--- src/rtl/mc_control_fsm.sv ---
// Multicycle control FSM: accepts one instruction into IR, then sequences
// decode/execute/memory/writeback with per-state control strobes.
module mc_control_fsm #(
   parameter int unsigned INSTR_W    = 32,
   parameter int unsigned MUL_CYCLES = 4,
   parameter logic [5:0]  OPC_R      = 6'b000100,
   parameter logic [5:0]  OPC_LW     = 6'b000101,
   parameter logic [5:0]  OPC_SW     = 6'b000110
) (
   input  logic               clk,
   input  logic               rst,
   input  logic [INSTR_W-1:0] instr,
   input  logic               instr_valid,
   output logic               instr_ready,
   input  logic               mem_ready,
   output logic               ir_write,
   output logic               alu_src,
   output logic [2:0]         alu_op,
   output logic               mul_start,
   output logic               mem_read,
   output logic               mem_write,
   output logic               reg_write,
   output logic               reg_dst,
   output logic               mem_to_reg,
   output logic [4:0]         dest_reg,
   output logic               pc_write,
   output logic               done,
   output logic               illegal,
   output logic               busy
);

   typedef enum logic [2:0] {
      S_IDLE, S_DECODE, S_EXEC, S_MUL_WAIT, S_MEM_RD, S_MEM_WR, S_WB
   } state_t;

   typedef enum logic [2:0] {
      K_ADD, K_SUB, K_AND, K_OR, K_MUL, K_LW, K_SW, K_BAD
   } kind_t;

   state_t               r_state;
   state_t               w_next;
   logic [INSTR_W-1:0]   r_ir;
   logic [7:0]           r_mul_cnt;
   kind_t                w_kind;
   logic [5:0]           w_opc;
   logic [5:0]           w_funct;
   logic                 w_unused_ir;

   assign w_opc       = r_ir[INSTR_W-1 -: 6];
   assign w_funct     = r_ir[5:0];
   assign w_unused_ir = ^r_ir;

   always_comb begin
      w_kind = K_BAD;
      if (w_opc == OPC_R) begin
         case (w_funct)
            6'b100000: w_kind = K_ADD;
            6'b100010: w_kind = K_SUB;
            6'b110010: w_kind = K_MUL;
            6'b100100: w_kind = K_AND;
            6'b100101: w_kind = K_OR;
            default:   w_kind = K_BAD;
         endcase
      end else if (w_opc == OPC_LW) begin
         w_kind = K_LW;
      end else if (w_opc == OPC_SW) begin
         w_kind = K_SW;
      end
   end

   always_ff @(posedge clk) begin
      if (rst) begin
         r_state   <= S_IDLE;
         r_ir      <= '0;
         r_mul_cnt <= '0;
      end else begin
         r_state <= w_next;
         if (r_state == S_IDLE && instr_valid) begin
            r_ir <= instr;
         end
         // Counter is preloaded with MUL_CYCLES-1 so MUL_WAIT lasts exactly MUL_CYCLES cycles
         if (r_state == S_EXEC && w_kind == K_MUL) begin
            r_mul_cnt <= 8'(MUL_CYCLES - 1);
         end else if (r_state == S_MUL_WAIT && r_mul_cnt != '0) begin
            r_mul_cnt <= r_mul_cnt - 8'd1;
         end
      end
   end

   always_comb begin
      w_next      = r_state;
      instr_ready = 1'b0;
      ir_write    = 1'b0;
      alu_src     = 1'b0;
      alu_op      = 3'b000;
      mul_start   = 1'b0;
      mem_read    = 1'b0;
      mem_write   = 1'b0;
      reg_write   = 1'b0;
      reg_dst     = 1'b0;
      mem_to_reg  = 1'b0;
      pc_write    = 1'b0;
      done        = 1'b0;
      illegal     = 1'b0;
      busy        = (r_state != S_IDLE);

      case (r_state)
         S_IDLE: begin
            instr_ready = 1'b1;
            if (instr_valid) begin
               ir_write = 1'b1;
               w_next   = S_DECODE;
            end
         end
         S_DECODE: begin
            if (w_kind == K_BAD) begin
               illegal  = 1'b1;
               done     = 1'b1;
               pc_write = 1'b1;
               w_next   = S_IDLE;
            end else begin
               w_next = S_EXEC;
            end
         end
         S_EXEC: begin
            alu_src = (w_kind == K_LW) || (w_kind == K_SW);
            case (w_kind)
               K_ADD: begin alu_op = 3'b000; w_next = S_WB; end
               K_SUB: begin alu_op = 3'b001; w_next = S_WB; end
               K_AND: begin alu_op = 3'b010; w_next = S_WB; end
               K_OR:  begin alu_op = 3'b011; w_next = S_WB; end
               K_MUL: begin
                  alu_op    = 3'b100;
                  mul_start = 1'b1;
                  w_next    = S_MUL_WAIT;
               end
               K_LW:    w_next = S_MEM_RD;
               K_SW:    w_next = S_MEM_WR;
               default: w_next = S_IDLE;
            endcase
         end
         S_MUL_WAIT: begin
            alu_op = 3'b100;
            if (r_mul_cnt == '0) begin
               w_next = S_WB;
            end
         end
         S_MEM_RD: begin
            mem_read = 1'b1;
            if (mem_ready) begin
               w_next = S_WB;
            end
         end
         S_MEM_WR: begin
            mem_write = 1'b1;
            if (mem_ready) begin
               pc_write = 1'b1;
               done     = 1'b1;
               w_next   = S_IDLE;
            end
         end
         S_WB: begin
            reg_write  = 1'b1;
            pc_write   = 1'b1;
            done       = 1'b1;
            reg_dst    = (w_opc == OPC_R);
            mem_to_reg = (w_kind == K_LW);
            w_next     = S_IDLE;
         end
         default: w_next = S_IDLE;
      endcase

      dest_reg = reg_dst ? r_ir[15:11] : r_ir[20:16];

      // Reset masks every output combinationally, before the state register clears
      if (rst) begin
         instr_ready = 1'b0;
         ir_write    = 1'b0;
         alu_src     = 1'b0;
         alu_op      = 3'b000;
         mul_start   = 1'b0;
         mem_read    = 1'b0;
         mem_write   = 1'b0;
         reg_write   = 1'b0;
         reg_dst     = 1'b0;
         mem_to_reg  = 1'b0;
         dest_reg    = 5'd0;
         pc_write    = 1'b0;
         done        = 1'b0;
         illegal     = 1'b0;
         busy        = 1'b0;
      end
   end

endmodule
--- config.mk ---
export PLATFORM = sky130hd
export DESIGN_NAME = mc_control_fsm
export DESIGN_NICKNAME = d
export VERILOG_FILES = /design/src/rtl/mc_control_fsm.sv
export SDC_FILE = /design/constraint.sdc
export NUM_CORES = 1
export LEC_CHECK = 0
export BUFFER_PORTS_ARGS = -buffer_cell sky130_fd_sc_hd__buf_2
export CORE_ASPECT_RATIO = 1.4
export CORE_UTILIZATION = 50
export CTS_CLUSTER_SIZE = 30
export DETAILED_ROUTE_END_ITERATION = 8
export PLACE_DENSITY = 0.78
export SLEW_MARGIN = 20
export SYNTH_ARGS = -nofsm -noshare
export SYNTH_HDL_FRONTEND = slang
export SYNTH_SLANG_ARGS = --single-unit
--- constraint.sdc ---
create_clock -name clk -period 3.9 [get_ports clk]
set_clock_uncertainty 0.15 [all_clocks]
set_input_delay 0.39 -clock clk [delete_from_list [all_inputs] [get_ports clk]]
set_output_delay 0.39 -clock clk [all_outputs]
set_load 0.02 [all_outputs]
# Yosys cells after proc, flatten, opt, wreduce, memory -nomap -nowiden
# Index checks and enable logic that the tools add are counted.
dict set report word_totals {
  out_inout_bits 21
  regBits 43
  in_bits 36
}
dict set report classes {
  n_mux 45
  n_eq_ne 25
  n_reduce_logical 13
  add_sub_neg 1
}
# op count
set op_table {}
lappend op_table {{$eq A6 B6 Y1 const B} 5}
lappend op_table {{$mux W1} 27}
lappend op_table {{$pmux W3 S4} 2}
lappend op_table {{$eq A3 B3 Y1 const B} 7}
lappend op_table {{$eq A6 B3 Y1 const B} 3}
lappend op_table {{$mux W3} 6}
lappend op_table {{$pmux W3 S6} 1}
lappend op_table {{$pmux W3 S5} 1}
lappend op_table {{$eq A3 B2 Y1 const B} 4}
lappend op_table {{$mux W5} 2}
lappend op_table {{$logic_not A8 Y1} 1}
lappend op_table {{$mux W2} 4}
lappend op_table {{$reduce_bool A8 Y1} 1}
lappend op_table {{$sub A8 B1 Y8 const B} 1}
lappend op_table {{$eq A3 B1 Y1 const B} 2}
lappend op_table {{$logic_not A3 Y1} 2}
lappend op_table {{$ne A2 B2 Y1 const B} 3}
lappend op_table {{$pmux W3 S2} 1}
lappend op_table {{$reduce_and A4 Y1} 1}
lappend op_table {{$reduce_or A4 Y1} 1}
lappend op_table {{$logic_and A1 B1 Y1} 3}
lappend op_table {{$pmux W1 S3} 1}
lappend op_table {{$reduce_bool A3 Y1} 1}
lappend op_table {{$ne A2 B1 Y1 const B} 1}
lappend op_table {{3 further kinds} 3}

# Depth between registers and ports, before layout
# Gate-level depths: netlist of run 1.
dict set report logic_depth {
  depth_word 8
  ltp_mapped 6
  ltp_nobuf 6
}

# Least setup slack after synthesis of run 1
# OpenSTA, ideal clock, no wires.
dict set report synth_timing {
  path_type {register to output}
  start {register r_state[1]}
  end {output port pc_write}
  t_arrival_ns 1.700
  required_ns 3.360
  path_buffers 2
  stages_incl_launch_ff 5
  setup_slack_ns 1.660
  cell_sequence {dfxtp_1 -> clkbuf_1 -> mux2i_1 -> o32ai_1 -> buf_4}
}
dict set report synth_between {
  elab_chain_cells 3
  elab_cells_between_ends 5
  classes_between {3 x eq/ne; 2 x mux}
}
# element line
set synth_rtl {}
lappend synth_rtl {{from (decl)} 40} ;# state_t r_state;
lappend synth_rtl {{from (signal assigned)} 77} ;# r_state <= w_next;
lappend synth_rtl {{$eq A3 B3 Y1 or $eq A3 B1 Y1 (tied branches)} --}
lappend synth_rtl {{$pmux W1 S3 *} --}
lappend synth_rtl {{$mux W1 *} --}
lappend synth_rtl {{to (decl)} 26} ;# output logic pc_write,
# Mark *: on every way between the ends. The rest lies on a longest branch, timed or not.

# Worst setup path after layout of run 1
dict set report layout_timing {
  start {register r_state[1]}
  end {output port alu_op[0]}
}
dict set report layout_between {
  elab_chain_cells 3
  elab_cells_between_ends 4
  classes_between {2 x eq/ne; 2 x mux}
}
# element line
set layout_rtl {}
lappend layout_rtl {{$eq A3 B2 Y1} 107} ;# case (r_state)
lappend layout_rtl {{$pmux W3 S2 *} 107}
lappend layout_rtl {{$mux W3 *} 176} ;# if (rst) begin
lappend layout_rtl {{to (decl)} 18} ;# output logic [2:0] alu_op,
# Marks and branches as above.

==> results_dict.tcl, run 1 <==
set metrics [dict create \
    clock-sinks 33 \
    hold_buffers 0 \
    coreArea_mm2 0.00347 \
    hold_viol_final 0 \
    die_w_um 53.7 \
    rsz0062_at_grt "false" \
    syn_nets 281 \
    synth_top_area_frac 0.353 \
    clk_latency_ns 0.29 \
    synth.distinct_cells 50 \
    finalPower_mw 0.797 \
    synth_largest_area_cell "dfxtp_1" \
    wl_per_cell_um 12.8 \
    synth.ff_latch_count 33 \
    ctsResizeCount 0 \
    grt_pass1_wl_um 6600 \
    end_kind "output pin" \
    worstPathArrival_ns 2.14 \
    io_buffers 46 \
    cellLeakagePower_nw 0.961 \
    cts-root-buf "clkbuf_8" \
    relSlewSlack 0.498 \
    drtPass1Iterations 4 \
    synth_cells 243 \
    cts_buffers 5 \
    synth.top_cells.by_area "dfxtp_1 (35%), nand2_1 (11%), a21oi_1 (8.6%)" \
    io_pins 57 \
    hpwl_um 2950 \
    tritoncts "done" \
    drc 0 \
    cts_setup_buffers 0 \
    cap_violations 0 \
    area_growth_pct 17.8 \
    clkTransAtPathRegs_ns 0.07 \
    n_antenna_cell 0 \
    grt_max_degree 41 \
    cp_max_fo 15 \
    crit_type "reg -> out" \
    status "completed" \
    yosysWarningCount 0 \
    fmax_ghz 0.373 \
    synthesis.area_mm2 0.00187 \
    start_util 0.539 \
    viasPerCell 5.48 \
    seq_area_frac_synth 0.353 \
    regArea_um2 661 \
    setup_viol 0 \
    holdCritPathClass "in -> reg" \
    fillers 351 \
    fin_hold_ws_ns 0.190 \
    worst_slack_ns 1.22 \
    required_ns 3.36 \
    gp_congestion 0.809 \
    dp_slack_ns 1.55 \
    layout_common_cells "nand2_1 (54), buf_2 (46), dfxtp_1 (33)" \
    fin_crit_sh 0.688 \
    dieArea_mm2 0.00399 \
    worstMarginPinSlew_ns 0.753 \
    grt_usage 0.225 \
    fin_util 0.635 \
    nets 319 \
    grt_overflow 0 \
    wl_um 4130 \
    vdd_drop_max_v 0.000313 \
    clk_path_buf_depth 2 \
    avgSynthCellArea_um2 7.70 \
    setup_tns_ns 0 \
    vias 1766 \
    p_per_area_mw_per_mm2 362 \
    antenna_found_initial 0 \
    die_h_um 74.4 \
    row_count 25 \
    drive_gt1_frac 0.234 \
    grt_pass1_vias 1593 \
    cp-start-kind "flip-flop" \
    multi_input_area_mm2 0.00112 \
    min_period_ns 2.68 \
    finalMaxSlewViolations 0 \
    ant_nets 0 \
    first_iter_violations 50 \
    layout_commonest_cell "nand2_1" \
    cts_max_level 2 \
]
-- report_power, final --
part	switching, mW	total, mW	leakage (nW)	internal [mW]
Sequential	0.0165	0.369	0.270	0.353
Combinational	0.0579	0.0959	0.633	0.0380
Clock	0.124	0.332	0.0585	0.208
Total	0.198	0.797	0.961	0.599
-- cell families (layout without fill, tap and decap cells) --
kind of cell / Yosys count / in the layout / synth area share
AND/OR/NAND/NOR: 120 / 120 / 0.330
AO/OA/AOI/OAI: 53 / 53 / 0.185
flip-flops: 33 / 33 / 0.353
buffers and inverters: 21 / 60 / 0.0462
multiplexers: 9 / 9 / 0.0488
XOR/XNOR: 5 / 5 / 0.0234
adder cells (fa/ha/maj): 2 / 2 / 0.0134
-- cell usage after synthesis (all sizes together) --
cell     instances
nand2           54
a21oi           33
dfxtp           33
nor2            21
clkbuf          11
nor3            10
mux2i            8
inv              6
o21ai            5
xnor2            5
and2             4
buf              4
nor4             4
a211oi           3
and3             3
nand4            3
nor2b            3
o31a             3
a2111oi          2
ha               2
nand2b           2
nand3b           2
nor3b            2
nor4b            2
or2              2
or3              2
or3b             2
a21bo            1
a31o             1
a31oi            1
and3b            1
mux2             1
nand3            1
o21a             1
o22a             1
o22ai            1
o32ai            1
or4              1
or4b             1
-- path summary, 6_finish.rpt --
check,from,cells past startpoint,slack [ns],to
worst max-delay path,r_state[1]$_SDFFE_PP0P_,5,1.22,alu_op[0]
worst max register to register,r_state[1]$_SDFFE_PP0P_,4,1.84,r_state[2]$_SDFFE_PP0P_
worst min-delay path,instr[3],3,0.19,r_ir[3]$_SDFFE_PP0P_
worst min register to register,r_ir[18]$_SDFFE_PP0P_,2,0.31,r_ir[18]$_SDFFE_PP0P_
-- layout make-up --
cell class              instances  share of cell area
multi-input cells             189               0.510
clock inverters                 1              0.0136
repair buffers                 46               0.104
well taps                      40              0.0227
clock buffers                   7              0.0392
flip-flops and latches         33               0.300
inverters                       6              0.0102
-- layer usage --
metal  global-route usage  wire (µm)  share of wire  up-vias
met1                0.242       1750           0.42      810
li1                     -          -              -      915
met5                    0          0              0        -
met3               0.0573        122          0.030        8
met4               0.0819         58          0.014        0
met2                0.409       2190           0.53       33
-- state kept, by name, summed over array words and instances (netlist names) --
signal,cells
r_ir,22
r_mul_cnt,8
r_state,3
-- per-stage QoR --
step | area (µm²) | std cells
after global placement | 2090 | 314
after CTS | 2200 | 322
after floorplan | 1870 | 243
after global routing | 2200 | 322
after detailed placement | 2090 | 314
final | 2200 | 322
-- worst max-delay path, stage by stage (launching register included) --
cell and delay [ns]:
dfxtp_1 0.63, or3b_1 0.47, nand2b_1 0.22, nor3_1 0.20, o31a_1 0.17, buf_2 0.16
Power figures use the tool's default switching activity.
==> run 2: changes to the inputs <==
Clock period 3.9 ns to 2.5 ns, I/O delays scaled along.
==> run 2 against run 1 <==
  * Combinational power grew 61%
  * Clock power increased by 20%
  * Sequential cell count is the same
  * Critical path depth stayed put
  * Utilization increased by 0.22 points
  * Die area stayed put
  * Final cell count increased by 1.2%
==> results_dict.tcl, run 2 (synthesis gave the netlist of run 1 again) <==
set metrics [dict create \
    status "completed" \
    path_cells "mux2_2, or3_1, nor3_1, and2_1, buf_2" \
    finalMaxSlewViolations 0 \
    die_h_um 74.4 \
    r2r_end "r_state[2]$_SDFFE_PP0P_" \
    wl_um 4100 \
    rr_worst_depth 4 \
    cp_max_fo 5 \
    dieArea_mm2 0.00399 \
    hold_viol_final 0 \
    antenna_found_initial 0 \
    p_per_area_mw_per_mm2 510 \
    clock-sinks 33 \
    io_pins 57 \
    drive_gt1_frac 0.245 \
    clk_path_buf_depth 2 \
    wl_per_cell_um 12.6 \
    grt_max_degree 25 \
    rrSetupSlack_ns 0.61 \
    drtPass1Iterations 4 \
    gp_congestion 0.776 \
    ant_nets 0 \
    fillers 318 \
    cts-root-buf "clkbuf_8" \
    drc 0 \
    layout_common_cells "nand2_1 (54), buf_2 (46), dfxtp_1 (33)" \
    grt_pass1_vias 1632 \
    start_util 0.539 \
    cap_violations 0 \
    max_stage_delay_ns 0.39 \
    rsz0062_at_grt "false" \
    setup_tns_ns 0 \
    required_ns 2.10 \
    layout_commonest_cell "nand2_1" \
    fmax_ghz 0.421 \
    top_register "r_ir" \
    clk_latency_ns 0.28 \
    hold_buffers 0 \
    final_cell_area_mm2 0.00221 \
    worstPathArrival_ns 1.98 \
    viasPerCell 5.44 \
    min_period_ns 2.38 \
    endpoint "alu_op[1]" \
    vdd_drop_max_v 0.000512 \
    end_kind "output pin" \
    relSlewSlack 0.548 \
    clkTransAtPathRegs_ns 0.07 \
    reg.largest.list "r_ir x22, r_mul_cnt x8, r_state x3" \
    crit_start "r_ir[2]$_SDFFE_PP0P_" \
    cp_num_cells 5 \
    cp_num_buf_inv 1 \
    worstMarginPinSlew_ns 0.676 \
    crit_family "simple AND/OR/NAND/NOR gates" \
    setup_viol 0 \
    row_count 25 \
    nets 324 \
    finalPower_mw 1.13 \
    grt_usage 0.232 \
    holdCritPathClass "in -> reg" \
    cp_slowest_cell "dfxtp_1" \
    coreArea_mm2 0.00347 \
    fin_crit_sh 0.950 \
    cellLeakagePower_nw 0.971 \
    n_antenna_cell 0 \
    hpwl_um 3050 \
    r2r-start "r_state[0]$_SDFFE_PP0P_" \
    largest_register_ffs 22 \
    grt_pass1_wl_um 6840 \
    dpl_cell_area_mm2 0.00212 \
    grt_overflow 0 \
    tritoncts "done" \
    cts_buffers 5 \
    cts_max_level 2 \
    io_buffers 46 \
    area_growth_pct 18.2 \
    vias 1774 \
    first_iter_violations 33 \
    die_w_um 53.7 \
    crit_type "reg -> out" \
    cp-start-kind "flip-flop" \
]
run 2: cell types whose count changed in the layout (fill, tap and decap cells not counted), sizes merged:
cell    change
bufinv      -1
buf         +5
run 2: worst min-delay path by stage:
stage,slack (ns),start,depth (start not counted),to
floorplan,0.24,instr[11],2,r_ir[11]$_SDFFE_PP0P_
global placement,0.29,r_ir[19]$_SDFFE_PP0P_,2,r_ir[19]$_SDFFE_PP0P_
detailed placement,0.30,r_ir[13]$_SDFFE_PP0P_,2,r_ir[13]$_SDFFE_PP0P_
CTS,0.04,instr[1],3,r_ir[1]$_SDFFE_PP0P_
global route,0.05,instr[30],3,r_ir[30]$_SDFFE_PP0P_
finish,0.05,instr[1],3,r_ir[1]$_SDFFE_PP0P_
run 2: cell type report:
| class | count | area [µm²] | area share |
|---|---|---|---|
| well taps | 40 | 50.0 | 0.0226 |
| inverters | 6 | 22.5 | 0.0102 |
| clock buffers | 7 | 86.3 | 0.0390 |
| multi-input cells | 189 | 1120 | 0.508 |
| repair buffers | 51 | 268 | 0.121 |
| flip-flops and latches | 33 | 661 | 0.299 |
run 2: worst min-delay path: stages:
cell     delay, ns
buf_2         0.09
nand2_1       0.04
a21oi_1       0.05
run 2: repair_timing:
item                       in CTS  in global routing
setup endpoints to repair       0                  5
resized for setup               0                  0
buffers inserted                0                  1
run 2: report_power, final:
part / internal [mW] / total [mW] / switching, mW
Clock: 0.218 / 0.399 / 0.181
Combinational: 0.0632 / 0.154 / 0.0904
Sequential: 0.551 / 0.575 / 0.0246
run 2: layer usage:
layer / vias to the layer above / wire, µm / global-route usage
li1: 922 / - / -
met1: 814 / 1770 / 0.262
met2: 34 / 2100 / 0.406
met3: 4 / 166 / 0.0532
met4: 0 / 63 / 0.0965
met5: - / 0 / 0
run 2: per-stage QoR:
step	utilization	setup slack (ns)	hold slack, ns	instances
floorplan	-	0.400	0.236	243
global placement	0.610	0.454	0.292	318
detailed placement	0.610	0.428	0.298	318
CTS	0.635	0.102	0.0450	325
global route	0.637	0.0152	0.0524	326
finish	0.637	0.124	0.0459	326
